## src/rtl/voice_allocator.sv

```systemverilog
`default_nettype none
// ============================================================================
// Module   : voice_allocator
// Purpose  : Polyphonic note scheduler. Takes note-on/off events, assigns
//            each note to a voice slot and steals the oldest voice when all
//            are busy. Drives per-voice phase increments and gate bits.
//            Stolen or retriggered voices get a gate-low gap so the
//            envelope restarts its attack.
// Revision : 1.0 - initial release
// ============================================================================
module voice_allocator #(
  parameter int VOICES   = 4,
  parameter int FREQBITS = 32,
  parameter int NOTEBITS = 7,
  parameter int AGEBITS  = 8,
  parameter int RETRIG   = 8192
) (
  input  logic                         clk,
  input  logic                         resetn,
  input  logic                         ev_valid,
  output logic                         ev_ready,
  input  logic                         ev_on,
  input  logic [NOTEBITS-1:0]          ev_note,
  input  logic [FREQBITS-1:0]          ev_freq,
  input  logic                         all_off,
  output logic [VOICES*FREQBITS-1:0]   freq,
  output logic [VOICES-1:0]            gate,
  output logic                         assign_valid,
  output logic [$clog2(VOICES)-1:0]    assign_voice,
  output logic                         assign_stolen
);

  localparam int                 IDXW      = $clog2(VOICES);
  localparam int                 HOLDW     = (RETRIG > 1) ? $clog2(RETRIG) : 1;
  localparam logic [HOLDW-1:0]   HOLD_INIT = HOLDW'(RETRIG - 1);
  localparam logic [IDXW-1:0]    LAST_IDX  = IDXW'(VOICES - 1);
  localparam logic [AGEBITS-1:0] AGE_MAX   = '1;

  typedef enum logic [1:0] {
    S_IDLE   = 2'd0,
    S_SCAN   = 2'd1,
    S_COMMIT = 2'd2,
    S_HOLD   = 2'd3
  } state_t;

  state_t state_q, state_d;

  // Latched event
  logic                on_q, on_d;
  logic [NOTEBITS-1:0] note_in_q, note_in_d;
  logic [FREQBITS-1:0] freq_in_q, freq_in_d;

  // Scan bookkeeping: one voice examined per cycle
  logic [IDXW-1:0]     idx_q, idx_d;
  logic                ret_found_q, ret_found_d;
  logic [IDXW-1:0]     ret_idx_q, ret_idx_d;
  logic                free_found_q, free_found_d;
  logic [IDXW-1:0]     free_idx_q, free_idx_d;
  logic [AGEBITS-1:0]  free_age_q, free_age_d;
  logic [IDXW-1:0]     max_idx_q, max_idx_d;
  logic [AGEBITS-1:0]  max_age_q, max_age_d;
  logic [VOICES-1:0]   off_mask_q, off_mask_d;

  // Retrigger/steal gap
  logic [IDXW-1:0]     chosen_q, chosen_d;
  logic [HOLDW-1:0]    hold_q, hold_d;

  // Per-voice state
  logic [NOTEBITS-1:0] note_q  [VOICES];
  logic [NOTEBITS-1:0] note_d  [VOICES];
  logic [AGEBITS-1:0]  age_q   [VOICES];
  logic [AGEBITS-1:0]  age_d   [VOICES];
  logic [FREQBITS-1:0] vfreq_q [VOICES];
  logic [FREQBITS-1:0] vfreq_d [VOICES];
  logic [VOICES-1:0]   gate_q, gate_d;

  // Assignment report
  logic                av_q, av_d;
  logic [IDXW-1:0]     avoice_q, avoice_d;
  logic                astolen_q, astolen_d;

  // Final candidate selection from the scan results
  logic [IDXW-1:0]     pick;
  logic                pick_free;

  assign ev_ready      = (state_q == S_IDLE) && !all_off;
  assign gate          = gate_q;
  assign assign_valid  = av_q;
  assign assign_voice  = avoice_q;
  assign assign_stolen = astolen_q;

  for (genvar gi = 0; gi < VOICES; gi++) begin : g_freq
    assign freq[gi*FREQBITS +: FREQBITS] = vfreq_q[gi];
  end

  // FSM state register
  always_ff @(posedge clk or negedge resetn) begin
    if (!resetn) state_q <= S_IDLE;
    else         state_q <= state_d;
  end

  // Next-state, scan evaluation and commit/hold updates
  always_comb begin
    state_d      = state_q;
    on_d         = on_q;
    note_in_d    = note_in_q;
    freq_in_d    = freq_in_q;
    idx_d        = idx_q;
    ret_found_d  = ret_found_q;
    ret_idx_d    = ret_idx_q;
    free_found_d = free_found_q;
    free_idx_d   = free_idx_q;
    free_age_d   = free_age_q;
    max_idx_d    = max_idx_q;
    max_age_d    = max_age_q;
    off_mask_d   = off_mask_q;
    chosen_d     = chosen_q;
    hold_d       = hold_q;
    note_d       = note_q;
    age_d        = age_q;
    vfreq_d      = vfreq_q;
    gate_d       = gate_q;
    av_d         = 1'b0;
    avoice_d     = avoice_q;
    astolen_d    = astolen_q;

    // Retrigger beats free voice, free voice beats steal
    pick      = max_idx_q;
    pick_free = 1'b0;
    if (ret_found_q) begin
      pick = ret_idx_q;
    end else if (free_found_q) begin
      pick      = free_idx_q;
      pick_free = 1'b1;
    end

    if (all_off) begin
      // Panic: silence everything and drop any in-flight event
      gate_d  = '0;
      state_d = S_IDLE;
    end else begin
      case (state_q)
        S_IDLE: begin
          if (ev_valid) begin
            state_d      = S_SCAN;
            on_d         = ev_on;
            note_in_d    = ev_note;
            freq_in_d    = ev_freq;
            idx_d        = '0;
            ret_found_d  = 1'b0;
            ret_idx_d    = '0;
            free_found_d = 1'b0;
            free_idx_d   = '0;
            free_age_d   = '0;
            max_idx_d    = '0;
            max_age_d    = '0;
            off_mask_d   = '0;
          end
        end
        S_SCAN: begin
          if (gate_q[idx_q] && (note_q[idx_q] == note_in_q)) begin
            off_mask_d[idx_q] = 1'b1;
            if (!ret_found_q) begin
              ret_found_d = 1'b1;
              ret_idx_d   = idx_q;
            end
          end
          // Strict compares keep ties at the lowest index
          if (!gate_q[idx_q] && (!free_found_q || (age_q[idx_q] > free_age_q))) begin
            free_found_d = 1'b1;
            free_idx_d   = idx_q;
            free_age_d   = age_q[idx_q];
          end
          if (age_q[idx_q] > max_age_q) begin
            max_idx_d = idx_q;
            max_age_d = age_q[idx_q];
          end
          if (idx_q == LAST_IDX) state_d = S_COMMIT;
          else                   idx_d   = idx_q + 1'b1;
        end
        S_COMMIT: begin
          state_d = S_IDLE;
          if (on_q) begin
            vfreq_d[pick] = freq_in_q;
            note_d[pick]  = note_in_q;
            gate_d[pick]  = pick_free;
            for (int i = 0; i < VOICES; i++) begin
              if (IDXW'(i) == pick)        age_d[i] = '0;
              else if (age_q[i] != AGE_MAX) age_d[i] = age_q[i] + 1'b1;
            end
            av_d      = 1'b1;
            avoice_d  = pick;
            astolen_d = !ret_found_q && !free_found_q;
            chosen_d  = pick;
            if (!pick_free) begin
              hold_d  = HOLD_INIT;
              state_d = S_HOLD;
            end
          end else begin
            gate_d = gate_q & ~off_mask_q;
          end
        end
        S_HOLD: begin
          if (hold_q == '0) begin
            gate_d[chosen_q] = 1'b1;
            state_d          = S_IDLE;
          end else begin
            hold_d = hold_q - 1'b1;
          end
        end
        default: state_d = S_IDLE;
      endcase
    end
  end

  // Datapath and per-voice registers
  always_ff @(posedge clk or negedge resetn) begin
    if (!resetn) begin
      on_q         <= 1'b0;
      note_in_q    <= '0;
      freq_in_q    <= '0;
      idx_q        <= '0;
      ret_found_q  <= 1'b0;
      ret_idx_q    <= '0;
      free_found_q <= 1'b0;
      free_idx_q   <= '0;
      free_age_q   <= '0;
      max_idx_q    <= '0;
      max_age_q    <= '0;
      off_mask_q   <= '0;
      chosen_q     <= '0;
      hold_q       <= '0;
      for (int i = 0; i < VOICES; i++) begin
        note_q[i]  <= '0;
        age_q[i]   <= '0;
        vfreq_q[i] <= '0;
      end
      gate_q       <= '0;
      av_q         <= 1'b0;
      avoice_q     <= '0;
      astolen_q    <= 1'b0;
    end else begin
      on_q         <= on_d;
      note_in_q    <= note_in_d;
      freq_in_q    <= freq_in_d;
      idx_q        <= idx_d;
      ret_found_q  <= ret_found_d;
      ret_idx_q    <= ret_idx_d;
      free_found_q <= free_found_d;
      free_idx_q   <= free_idx_d;
      free_age_q   <= free_age_d;
      max_idx_q    <= max_idx_d;
      max_age_q    <= max_age_d;
      off_mask_q   <= off_mask_d;
      chosen_q     <= chosen_d;
      hold_q       <= hold_d;
      note_q       <= note_d;
      age_q        <= age_d;
      vfreq_q      <= vfreq_d;
      gate_q       <= gate_d;
      av_q         <= av_d;
      avoice_q     <= avoice_d;
      astolen_q    <= astolen_d;
    end
  end

endmodule
`default_nettype wire

```

## config.mk

```make
export PLATFORM = sky130hd
export DESIGN_NAME = voice_allocator
export DESIGN_NICKNAME = d
export VERILOG_FILES = /design/src/rtl/voice_allocator.sv
export SDC_FILE = /design/constraint.sdc
export NUM_CORES = 1
export LEC_CHECK = 0
export ABC_AREA = 0
export BUFFER_PORTS_ARGS = -buffer_cell sky130_fd_sc_hd__buf_2
export CAP_MARGIN = 15
export CORE_ASPECT_RATIO = 0.9
export CORE_MARGIN = 5
export CORE_UTILIZATION = 53
export CTS_CLUSTER_SIZE = 14
export DETAILED_ROUTE_END_ITERATION = 7
export PLACE_DENSITY = 0.81
export RECOVER_POWER = 100
export SYNTH_ARGS = -nofsm -noshare
export SYNTH_HDL_FRONTEND = slang
export SYNTH_SLANG_ARGS = --single-unit
```

## constraint.sdc

```tcl
create_clock -name clk -period 6.6 [get_ports clk]
set_input_delay 0.66 -clock clk [delete_from_list [all_inputs] [get_ports clk]]
set_output_delay 0.66 -clock clk [all_outputs]
set_load 0.05 [all_outputs]
```

# Word-level counts from Yosys, hierarchy flattened
# Cells that the tools add are included.
[word_totals] input_bits=44 regBits=281 out_inout_bits=137
[classes] reduce_logical=37 bitwise=7 n_mux=74 magnitude_cmp=11 add_sub_neg=6 eq_ne=24
[ops] cell="$bwmux 128" count=1
[ops] cell="$mux 8" count=13
[ops] cell="$demux 32 s2" count=1
[ops] cell="$mux 13" count=3
[ops] cell="$add 8x1->8 const B" count=4
[ops] cell="$mux 32" count=1
[ops] cell="$ne 8x8->1 const B" count=4
[ops] cell="$pmux 8 s2" count=2
[ops] cell="$reduce_and 4->1" count=8
[ops] cell="$bwmux 28" count=1
[ops] cell="$mux 2" count=14
[ops] cell="$pmux 13 s2" count=1
[ops] cell="$mux 7" count=3
[ops] cell="$mux 4" count=5
[ops] cell="$ne 2x2->1 const B" count=9
[ops] cell="$bmux 8 s2" count=1
[ops] cell="$gt 8x8->1" count=2
[ops] cell="$pmux 2 s2" count=4
[ops] cell="$pmux 4 s2" count=2
[ops] cell="$bmux 7 s2" count=1
[ops] cell="$demux 7 s2" count=1
[ops] cell="$logic_not 13->1" count=1
[ops] cell="$sub 13x1->13 const B" count=1
[ops] cell="$mux 1" count=12
[ops] cell="30 further kinds" count=64

# Depth between registers and ports, before layout
# Gate-level depths: netlist (run 1).
[logic_depth] word_depth=10 mapped_depth=12 depth_no_buf=9

# Worst setup path after synthesis (run 1)
# No wires, ideal clock.
[synth_path] path_type="register -> register" start="reg idx_q[0]" end="reg free_age_q[1]" arrival_ns=3.282 setup_time_ns=0.079 n_path_buf=2 path_stages_with_launch=11 setup_slack_ns=3.239 required_time_ns=6.521 cell_sequence="dfrtp_1 buf_6 buf_1 mux4_2 ha_1 a21o_1 a21o_1 a21oi_1 nor2_1 o41ai_1 o2bb2ai_1"
[synth_between] elab_chain_len=9
[synth_lines] item="start: declaration" line_no="54" text="logic [IDXW-1:0] idx_q, idx_d;"
[synth_lines] item="start signal: assignment" line_no="246" text="idx_q <= idx_d;"
[synth_lines] item="$not 2->3 (not written as such)" line_no="169, 172"
[synth_lines] item="$bmux 8 s2" line_no="169, 172"
[synth_lines] item="$mux 8 (not written as such) (2 in series)" line_no="169, 172"
[synth_lines] item="$gt 8x8->1" line_no="169" text="if (!gate_q[idx_q] && (!free_found_q || (age_q[idx_q] > free_age_q))) begin"
[synth_lines] item="$logic_or 1x1->1" line_no="169"
[synth_lines] item="$logic_and 1x1->1" line_no="169"
[synth_lines] item="$ne 2x2->1 (no line)"
[synth_lines] item="$reduce_and 4->1 (no line)"
[synth_lines] item="end signal: assignment" line_no="251" text="free_age_q <= free_age_d;"
[synth_lines] item="end: declaration" line_no="59" text="logic [AGEBITS-1:0] free_age_q, free_age_d;"
# Several ways; a longest one is shown, not always the timed one. The select of a mux whose other input is x is not followed.
# A chain may end at the register's enable or synchronous reset.

# Worst setup path in the final report (run 1)
[layout_path] start="reg state_q[0]" end="reg vfreq_q, in the netlist freq[68]"
[layout_between] elab_chain_len=2
[layout_lines] item="start: declaration" line_no="46" text="state_t state_q, state_d;"
[layout_lines] item="start signal: assignment" line_no="99" text="else state_q <= state_d;"
[layout_lines] item="$eq 2x2->1" line_no="142" text="case (state_q)"
[layout_lines] item="$reduce_and 3->1 (no line)"
[layout_lines] item="end signal: assignment" line_no="259" text="vfreq_q <= vfreq_d;"
[layout_lines] item="end: declaration" line_no="73" text="logic [FREQBITS-1:0] vfreq_q [VOICES];"
# Every way passes these cells.

==> results of run 1 <==
cells in the mapped netlist, types with 2 or more instances:
| library cell | n | area (sq um) |
|---|---|---|
| a221oi_1 | 3 | 26.28 |
| mux2i_1 | 18 | 180.2 |
| xor2_1 | 8 | 70.07 |
| mux2_2 | 118 | 1329 |
| nand3b_1 | 3 | 22.52 |
| a21o_1 | 4 | 30.03 |
| buf_4 | 4 | 30.03 |
| or3b_2 | 2 | 17.52 |
| nand2b_1 | 8 | 50.05 |
| o21ai_0 | 39 | 195.2 |
| nor2b_1 | 2 | 12.51 |
| mux4_2 | 6 | 135.1 |
| a21boi_0 | 2 | 15.01 |
| mux4_1 | 10 | 262.8 |
| buf_1 | 8 | 30.03 |
| dfrtp_1 | 281 | 7032 |
| nor4b_1 | 4 | 35.03 |
| nor3_1 | 11 | 55.05 |
| and4_1 | 3 | 26.28 |
| and2_1 | 4 | 25.02 |
| ha_1 | 25 | 312.8 |
| o2bb2ai_1 | 7 | 61.31 |
| a31o_2 | 2 | 17.52 |
| and3_1 | 9 | 56.30 |
| a31oi_1 | 4 | 25.02 |
| o31ai_1 | 3 | 22.52 |
| o21a_1 | 8 | 60.06 |
| o22ai_1 | 4 | 25.02 |
| nand4_1 | 9 | 56.30 |
| xnor2_1 | 19 | 166.4 |
| nor2_1 | 39 | 146.4 |
| nor2_2 | 2 | 12.51 |
| nor4_1 | 8 | 50.05 |
| buf_2 | 10 | 50.05 |
| a211oi_1 | 3 | 22.52 |
| a31o_1 | 2 | 17.52 |
| clkbuf_1 | 26 | 97.59 |
| inv_1 | 30 | 112.6 |
| nand3_1 | 21 | 105.1 |
| a21oi_1 | 34 | 170.2 |
| nand2_1 | 302 | 1134 |
metrics by stage:
stage | area [sq um] | total power, uW | setup slack (ns) | util, %
floorplan | 12470 | 2922 | 3.239 | -
global placement | 13680 | 3223 | 3.078 | 58.76
detailed placement | 13680 | 3264 | 2.966 | 58.76
CTS | 14660 | 4967 | 3.018 | 63.00
global route | 14420 | 5143 | 1.459 | 61.96
finish | 14420 | 4911 | 1.718 | 61.96
registers in the layout, summed over array words and instances, names as in the netlist, 4 cells and up:
register and count:
off_mask_q 4, freq 128, max_age_q 8, gate 4
free_age_q 8, note_in_q 7, age_q 32, note_q 28
hold_q 13, freq_in_q 32
per-layer routing:
layer,GRT usage [%],vias up
li1,-,4198
met1,32.45,4599
met2,38.33,360
met3,6.834,63
met4,5.696,0
met5,0,-
power breakdown:
group          internal (uW)  switching [uW]
registers               1940             245
logic                    308             718
clock network           1040             658
total                   3290            1620
worst reg2reg max path: cells and delay by family (launching register included):
family                 cells  cell delay, ns
buffers and inverters      2            1.14
flip-flops                 1            0.50
multiplexers               1            0.38
AND/OR/NAND/NOR            3            2.73
worst paths after layout:
| kind | cells past startpoint | endpoint | slack (ns) | start |
|---|---|---|---|---|
| hold / removal | 1 | hold_q[4] | 0.08 | resetn |
| hold reg to reg | 2 | freq[30] | 0.48 | freq[30] |
| max in group asynchronous | 2 | freq[38] | 5.00 | resetn |
| setup / recovery | 6 | freq[68] | 1.72 | state_q[0] |
| min in group clk | 3 | freq_in_q[30] | 0.31 | ev_freq[30] |
| setup reg to reg | 6 | freq[68] | 1.72 | state_q[0] |
kinds of logic (layout without fill, tap and decap cells):
| family | after synthesis | in the layout | synth area share (%) |
|---|---|---|---|
| xor gates and xnor gates | 27 | 27 | 1.896 |
| muxes | 152 | 152 | 15.29 |
| buffers and inverters | 79 | 272 | 2.659 |
| adders and majority gates | 25 | 25 | 2.509 |
| DFF | 281 | 281 | 56.39 |
| and+or+nand+nor | 434 | 434 | 15.08 |
| AOI/OAI and AO/OA | 124 | 124 | 6.171 |
cell type report:
| cell class | instances | area (sq um) |
|---|---|---|
| Fill cell | 1842 | 8853 |
| Tap cell | 302 | 377.9 |
| Clock buffer | 37 | 795.8 |
| Multi-Input combinational cell | 762 | 5084 |
| Clock inverter | 12 | 190.2 |
| Inverter | 30 | 112.6 |
| Sequential cell | 281 | 7032 |
| Timing Repair Buffer | 193 | 830.8 |
==> impl_metrics.tcl, run 1 <==
set metrics [dict create \
    routed.top_layer "met4" \
    final_nets 1366 \
    max_cap_viol_count 6 \
    drt-pass1-iter-count 5 \
    cp.required_ns 7.01 \
    clk_pin_slew_worst_paths_ns 0.06 \
    grt_pass1_vias 9710 \
    cts_sinks 281 \
    finClkSkew_ns 0.01457 \
    final_antenna_net_count 0 \
    final_cells 1617 \
    setup.worst_path.class "flip-flop to flip-flop" \
    worst_pin_slew_ns 2.866 \
    wl_per_cell_um 19.08 \
    worstPathMaxFanout 30 \
    yosysWarnings 0 \
    layout_commonest_cell "nand2_1" \
    layout_common_cells "nand2_1 (302), dfrtp_1 (281), clkbuf_1 (146), mux2_2 (116), buf_2 (42)" \
    p_per_area_mw_per_mm2 340.5 \
    crit_family "simple AND/OR/NAND/NOR gates" \
    crit_path_top_delay_cell "nor2_1" \
    cp.arrival_ns 5.30 \
    total_leakage_power_uw 0.007100 \
    antenna_found_initial 0 \
    vias_per_cell 5.702 \
    postSynthCellCount 1122 \
    grt_overflow 0 \
    status "finished, violations left" \
    met1_length_um 12590 \
    max_stage_delay_ns 2.31 \
    grt_use_total_pct 23.83 \
    end_kind "flip-flop" \
    cts_setup_buffers 0 \
    io_buffers 180 \
    initial_core_util_pct 53.57 \
    tns_ns 0 \
    synth_fp_nets 1191 \
    grt_start_max_net_pins 202 \
    violations "capacitance limit, slew limit" \
    rsz0062_at_grt "no" \
    path_buf_inv 2 \
    period_minus_slack_ns 4.882 \
    ios 181 \
    rows 53 \
    layout-drive-gt1-share_pct 17.19 \
    dp_hpwl_um 20060 \
    first_iter_violations 656 \
    fp.dieH_um 155.5 \
    routed_wl_um 30850 \
    root_buffer "clkbuf_16" \
    finalHoldViolCount 0 \
    ys_seq_area_share_pct 56.39 \
    dp.cells 1568 \
    cts_resized 0 \
    coreArea_sq_mm 0.02328 \
    cts_buffers 29 \
    period_share_pct 73.97 \
    synth_area_sq_mm 0.01247 \
    startpoint_type "flip-flop" \
    clk_latency_ns 0.54 \
    drc 0 \
    cts_buffer_depth 3 \
    syn_to_final_growth_pct 15.66 \
    setup_viol 0 \
    hold_slack_ns 0.07581 \
    holdBufCountCts 0 \
    die_area_sq_mm 0.02670 \
    yosys_most_used_dff "dfrtp_1" \
    cts_tree "yes" \
    n_antenna_cell 0 \
    ys_ff_latch 281 \
    routabilityCongestion 0.8761 \
    syn_avg_cell_area_sq_um 11.11 \
    peakVddDrop_mv 0.2816 \
    fmax_mhz 204.8 \
    synthArstFlopShare_pct 100.0 \
    dr_wl_met2_um 14630 \
    cpMostUsedCell "nor2_1" \
    cts_max_level 1 \
    maxSlewHeadroom_pct -91.80 \
    drv_slew 172 \
    fp.dieW_um 171.7 \
    routed-wl-met3_um 2931 \
    synth_cell_types 58 \
    synth_edf_count 0 \
    grt_pass1_wl_um 51760 \
    vias 9220 \
    path_cells "nor2_1 > nand3_1 > clkbuf_1 > nor2_1 > buf_4 > mux2_2" \
    hp-class "input pin to async pin" \
]
Note: power is estimated with default switching activity, not from simulation.
==> run 2: changes to the inputs <==
- ABC_AREA: 0 -> 1
- clock period: 6.6 -> 4.6 ns (I/O delays scaled with it)
==> run 2 against run 1 <==
  * The run still ends with capacitance limit, slew limit left
  * Final cell count rose by 19%
  * Sequential cell count did not move
  * Critical path depth rose by 3
  * Final area fell by 1.1%
  * Critical path type unchanged
  * Largest power group is now combinational cells
  * Count of clock-buffer cells in the layout rose by 1
  * Die area rose by 0.31%
  * Largest cell class unchanged
==> impl_metrics.tcl, run 2 <==
set metrics [dict create \
    syn_avg_cell_area_sq_um 8.634 \
    synth_top_area_share_pct 56.21 \
    synthArstFlopShare_pct 100.0 \
    grt_pass1_wl_um 53610 \
    reg2reg_from "state_q[0]" \
    grt_use_total_pct 24.47 \
    routabilityCongestion 0.9103 \
    cts_buffers 28 \
    cts_tree "yes" \
    reg2reg_depth 9 \
    postSynthCellCount 1449 \
    synth_xor_xnor_area_share_pct 0.1400 \
    drv_slew 268 \
    layout-drive-gt1-share_pct 7.060 \
    dp_hpwl_um 21760 \
    antenna_found_initial 0 \
    cts_buffer_depth 3 \
    setup_viol 0 \
    cp.arrival_ns 4.18 \
    reg2reg_slack_ns 0.84 \
    synthAdderAreaFrac_pct 2.500 \
    rsz0062_at_grt "no" \
    initial_core_util_pct 53.75 \
    routed_wl_um 32260 \
    finalHoldViolCount 0 \
    synth_edf_count 0 \
    setup.worst_path.class "flip-flop to flip-flop" \
    rows 53 \
    ys_ff_latch 281 \
    ios 181 \
    hold-path-endpoint "note_in_q[0]" \
    largest_reg_flops 128 \
    coreArea_sq_mm 0.02328 \
    max_cap_viol_count 4 \
    status "finished, violations left" \
    grt_pass1_vias 10320 \
    vias_per_cell 5.427 \
    cp.required_ns 5.02 \
    p_per_area_mw_per_mm2 707.2 \
    vias 10480 \
    hp-class "input pin to flip-flop" \
    die_area_sq_mm 0.02678 \
    io_buffers 180 \
    hp-start "ev_note[0]" \
    cts_resized 0 \
    yosys_most_used_dff "dfrtp_1" \
    drt-pass1-iter-count 8 \
    violations "capacitance limit, slew limit" \
    fp.dieW_um 172.0 \
    fin_area_sq_mm 0.01426 \
    startpoint_type "flip-flop" \
    period_share_pct 81.70 \
    synth_cell_types 39 \
    total_leakage_power_uw 0.007034 \
    hold_depth 3 \
    first_iter_violations 953 \
    fmax_mhz 266.1 \
    final_nets 1679 \
    holdBufCountCts 0 \
    peakVddDrop_mv 0.4620 \
    tns_ns 0 \
    final_antenna_net_count 0 \
    p_total_uw 10090 \
    grt_overflow 0 \
    yosysWarnings 0 \
    worst_pin_slew_ns 3.178 \
    synth_fp_nets 1518 \
    worstPathMaxFanout 46 \
    n_antenna_cell 0 \
    synth_area_sq_mm 0.01251 \
    synth_area_leaders "dfrtp_1 (56%), nand2_1 (11%), o21ai_0 (7.0%)" \
    crit-reg2reg-capture "age_q[14]" \
    fp.dieH_um 155.8 \
    synth_top_family_by_area "simple AND/OR/NAND/NOR gates" \
    syn_to_final_growth_pct 14.00 \
    finClkSkew_ns 0.04142 \
    layout_common_cells "nand2_1 (369), dfrtp_1 (281), o21ai_0 (215), clkbuf_1 (144), inv_1 (136)" \
    maxSlewHeadroom_pct -111.9 \
    ys_seq_area_share_pct 56.21 \
    clk_latency_ns 0.57 \
    synth-simple-area-share_pct 20.29 \
    grt_start_max_net_pins 126 \
    layout_commonest_cell "nand2_1" \
    cts_setup_buffers 0 \
    wl_per_cell_um 16.71 \
    place_area_sq_mm 0.01360 \
    period_minus_slack_ns 3.758 \
    end_kind "flip-flop" \
    synth_most_common_cell "nand2_1" \
    cts_sinks 281 \
    cts_max_level 1 \
    yosys-top-cells-count "nand2_1 (359), dfrtp_1 (281), o21ai_0 (174)" \
    root_buffer "clkbuf_16" \
    yosys.area.top_type "dfrtp_1" \
    muxShareOfSynthArea_pct 0.09001 \
    synth-compound-area-share_pct 14.05 \
    drc 0 \
    clk_pin_slew_worst_paths_ns 0.06 \
]
-- run 2: through the flow --
step	util, %	worst slack (ns)	hold WS, ns	cells
after floorplan	-	2.085	0.1644	1449
after global placement	58.44	1.654	0.4589	1882
after detailed placement	58.44	1.568	0.4615	1882
after CTS	62.41	1.552	0.04381	1931
after global routing	61.28	0.5311	0.1387	1931
final	61.28	0.8418	0.1369	1931
-- run 2: final cells by class --
type | count | area (sq um)
clock inverter | 11 | 135.1
inverter | 137 | 514.2
sequential | 281 | 7032
timing repair buffer | 193 | 829.5
fill | 2019 | 9014
tap | 302 | 377.9
clock buffer | 38 | 788.3
multi-input combinational | 969 | 4586
-- run 2: worst max-delay path by stage --
stage                     from       endpoint  slack (ns)
global route        state_q[0]      age_q[14]        0.53
floorplan             idx_q[0]  free_age_q[0]        2.09
finish              state_q[0]      age_q[14]        0.84
global placement      idx_q[0]  free_age_q[1]        1.65
CTS                   idx_q[0]  free_age_q[5]        1.55
detailed placement    idx_q[0]  free_age_q[0]        1.57
-- run 2: power breakdown --
part | leakage [uW] | switching (uW) | internal [uW]
registers | 0.00362 | 498 | 3250
logic | 0.00296 | 3050 | 998
clock network | 0.000450 | 972 | 1310
-- run 2: worst max-delay path, cell delays in order (launching register included) --
cell	delay [ns]
dfrtp_1	0.46
inv_1	0.15
nand4_1	0.35
inv_1	0.59
nand2_1	1.11
o21ai_4	0.49
nand2_1	0.18
nand2_1	0.11
nand2_1	0.08
o21a_1	0.11
-- run 2: metal layers --
layer	up-vias	GRT usage, %	part of all wire, %
met5	-	0	0
met4	0	5.651	2.5
met3	59	6.993	9.1
met2	403	37.99	45
met1	4997	34.60	43
li1	5021	-	-
-- run 2: cells by family after synthesis --
family / count (synthesis)
compound gates: 340
xor+xnor: 2
fa+ha+maj: 25
buf+inv: 199
flops: 281
mux: 1
simple gates: 601
==> run 3: changes to the inputs <==
- clock period: 4.6 -> 3.8 ns (I/O delays scaled with it)
==> run 3 against run 2 <==
  * The run still ends with capacitance limit, slew limit left
  * Clock skew is 0.029 ns lower
  * Wire length is 2.3% lower
  * Non-clock buffer count is 4 higher
  * Sequential share of layout area is 0.27 points lower
  * Worst setup slack worse by 0.35 ns
  * Via count is 0.43% higher
  * Core utilization is 0.34 points higher
  * Critical path type unchanged
  * Largest cell class unchanged
  * Highest routed layer is now met5
==> impl_metrics.tcl, run 3 (synthesis gave the netlist of run 2 again) <==
set metrics [dict create \
    cts_sinks 281 \
    period_share_pct 87.08 \
    grt_pass1_wl_um 52360 \
    finalHoldViolCount 0 \
    drv_slew 81 \
    peakVddDrop_mv 0.4813 \
    grt_use_met3_pct 7.347 \
    ios 181 \
    rows 53 \
    grtUsageMet2_pct 36.32 \
    coreArea_sq_mm 0.02328 \
    tns_ns 0 \
    fillers 2025 \
    fin_area_sq_mm 0.01434 \
    syn_to_final_growth_pct 14.63 \
    worstPathMaxFanout 29 \
    worst_pin_slew_ns 2.018 \
    p_int_uw 6903 \
    p_clk_share_pct 24.0 \
    max_cap_viol_count 1 \
    fp.dieW_um 172.0 \
    routabilityCongestion 0.8986 \
    place_area_sq_mm 0.01364 \
    cts_buffers 29 \
    p_per_area_mw_per_mm2 859.3 \
    fp.dieH_um 155.8 \
    pwr-share-comb_pct 39.2 \
    clk_latency_ns 0.57 \
    cts_tree "yes" \
    finalWorstSetupSlack_ns 0.4909 \
    startpoint_type "flip-flop" \
    initial_core_util_pct 53.75 \
    finClkSkew_ns 0.01291 \
    total_leakage_power_uw 0.007091 \
    rsz0062_at_grt "no" \
    final_antenna_net_count 0 \
    setup.worst_path.class "flip-flop to flip-flop" \
    end_kind "flip-flop" \
    grt_overflow 0 \
    place_ws_ns 0.7079 \
    grt_use_total_pct 23.82 \
    final_nets 1684 \
    cp.required_ns 4.25 \
    layout-drive-gt1-share_pct 7.344 \
    clk_pin_slew_worst_paths_ns 0.06 \
    antenna_found_initial 1 \
    routed_wl_um 31530 \
    io_buffers 180 \
    root_buffer "clkbuf_16" \
    violations "capacitance limit, slew limit" \
    swShare_pct 43.99 \
    period_minus_slack_ns 3.309 \
    wl_per_cell_um 16.29 \
    switchingPower_uw 5420 \
    drt-pass1-iter-count 6 \
    vias_per_cell 5.436 \
    die_area_sq_mm 0.02678 \
    setup_viol 0 \
    pwr-share-seq_pct 36.7 \
    drc 0 \
    top_usage_layer "met2" \
    grt_pass1_vias 10260 \
    hp-class "input pin to flip-flop" \
    fmax_mhz 302.2 \
    grt_start_max_net_pins 90 \
    layout_commonest_cell "nand2_1" \
    cp.arrival_ns 3.76 \
    vias 10530 \
    cts_buffer_depth 3 \
    cts_setup_buffers 0 \
    first_iter_violations 892 \
    status "finished, violations left" \
    layout_common_cells "nand2_1 (366), dfrtp_1 (281), o21ai_0 (217), clkbuf_1 (145), inv_1 (136)" \
    dp_hpwl_um 21330 \
    cts_max_level 1 \
    n_antenna_cell 0 \
    largest_reg_flops 128 \
    grtUsageMet1_pct 33.90 \
    maxSlewHeadroom_pct -34.55 \
]
## run 3: changes by cell type in the layout (fill, tap and decap cells not counted), sizes merged
cell / before / now
inv: 137 / 138
bufinv: 2 / 4
buf: 52 / 48
clkinv: 7 / 6
clkbuf: 179 / 187
dlygate4sd3: 0 / 1
clkinvlp: 2 / 0
## run 3: final cells by class
cell class	instances	area, sq um	share of cell area [%]
clock buffer	39	823.3	5.741
inverter	137	514.2	3.586
multi-input combinational	969	4582	31.95
sequential	281	7032	49.03
clock inverter	11	170.2	1.187
tap	302	377.9	2.635
timing repair buffer	197	842.1	5.872
## run 3: worst max-delay path: stages, from the launching register on
cell and delay, ns:
dfrtp_1 0.46, inv_1 0.15, nand4_1 0.28, inv_1 0.64
nand2_2 0.56, o21ai_0 0.61, nand2_2 0.19, nand2_1 0.14
nand2_1 0.07, o21a_1 0.10
## run 3: final timing paths
path	from	depth (start not counted)	slack (ns)	endpoint
max in group asynchronous	resetn	3	0.88	age_q[30]
min in group asynchronous	resetn	2	0.90	hold_q[7]
max	state_q[0]	9	0.49	age_q[14]
min	ev_freq[29]	3	0.06	freq_in_q[29]
max reg2reg	state_q[0]	9	0.49	age_q[14]
min reg2reg	ret_idx_q[0]	2	0.48	ret_idx_q[0]
## run 3: what timing repair did
item / CTS / global route
hold endpoints to repair: 77 / 0
gates resized for setup: 0 / 0
hold buffers: 1 / 0
## run 3: per-stage QoR
stage	utilization [%]	instances	hold slack [ns]	total power [uW]
global route	61.61	1936	0.05328	13200
CTS	62.90	1936	0.03663	12540
detailed placement	58.59	1885	0.3881	9508
global placement	58.59	1885	0.3865	9328
finish	61.61	1936	0.05784	12320
floorplan	-	1449	0.08441	8183
## run 3: routing by layer
layer / share of wire, % / wire length, um
met1: 43 / 13670
met2: 44 / 14010
met3: 10 / 3201
met4: 2.0 / 636
met5: 0.041 / 13
## run 3: power groups by stage
stage | clock (uW) | sequential [uW] | combinational (uW)
2_1_floorplan | 0 | 5720 | 2470
3_3_place_gp | 0 | 4510 | 4820
3_5_place_dp | 0 | 4520 | 4990
4_1_cts | 3010 | 4510 | 5020
5_1_grt | 3130 | 4650 | 5420
6_report | 2960 | 4530 | 4840
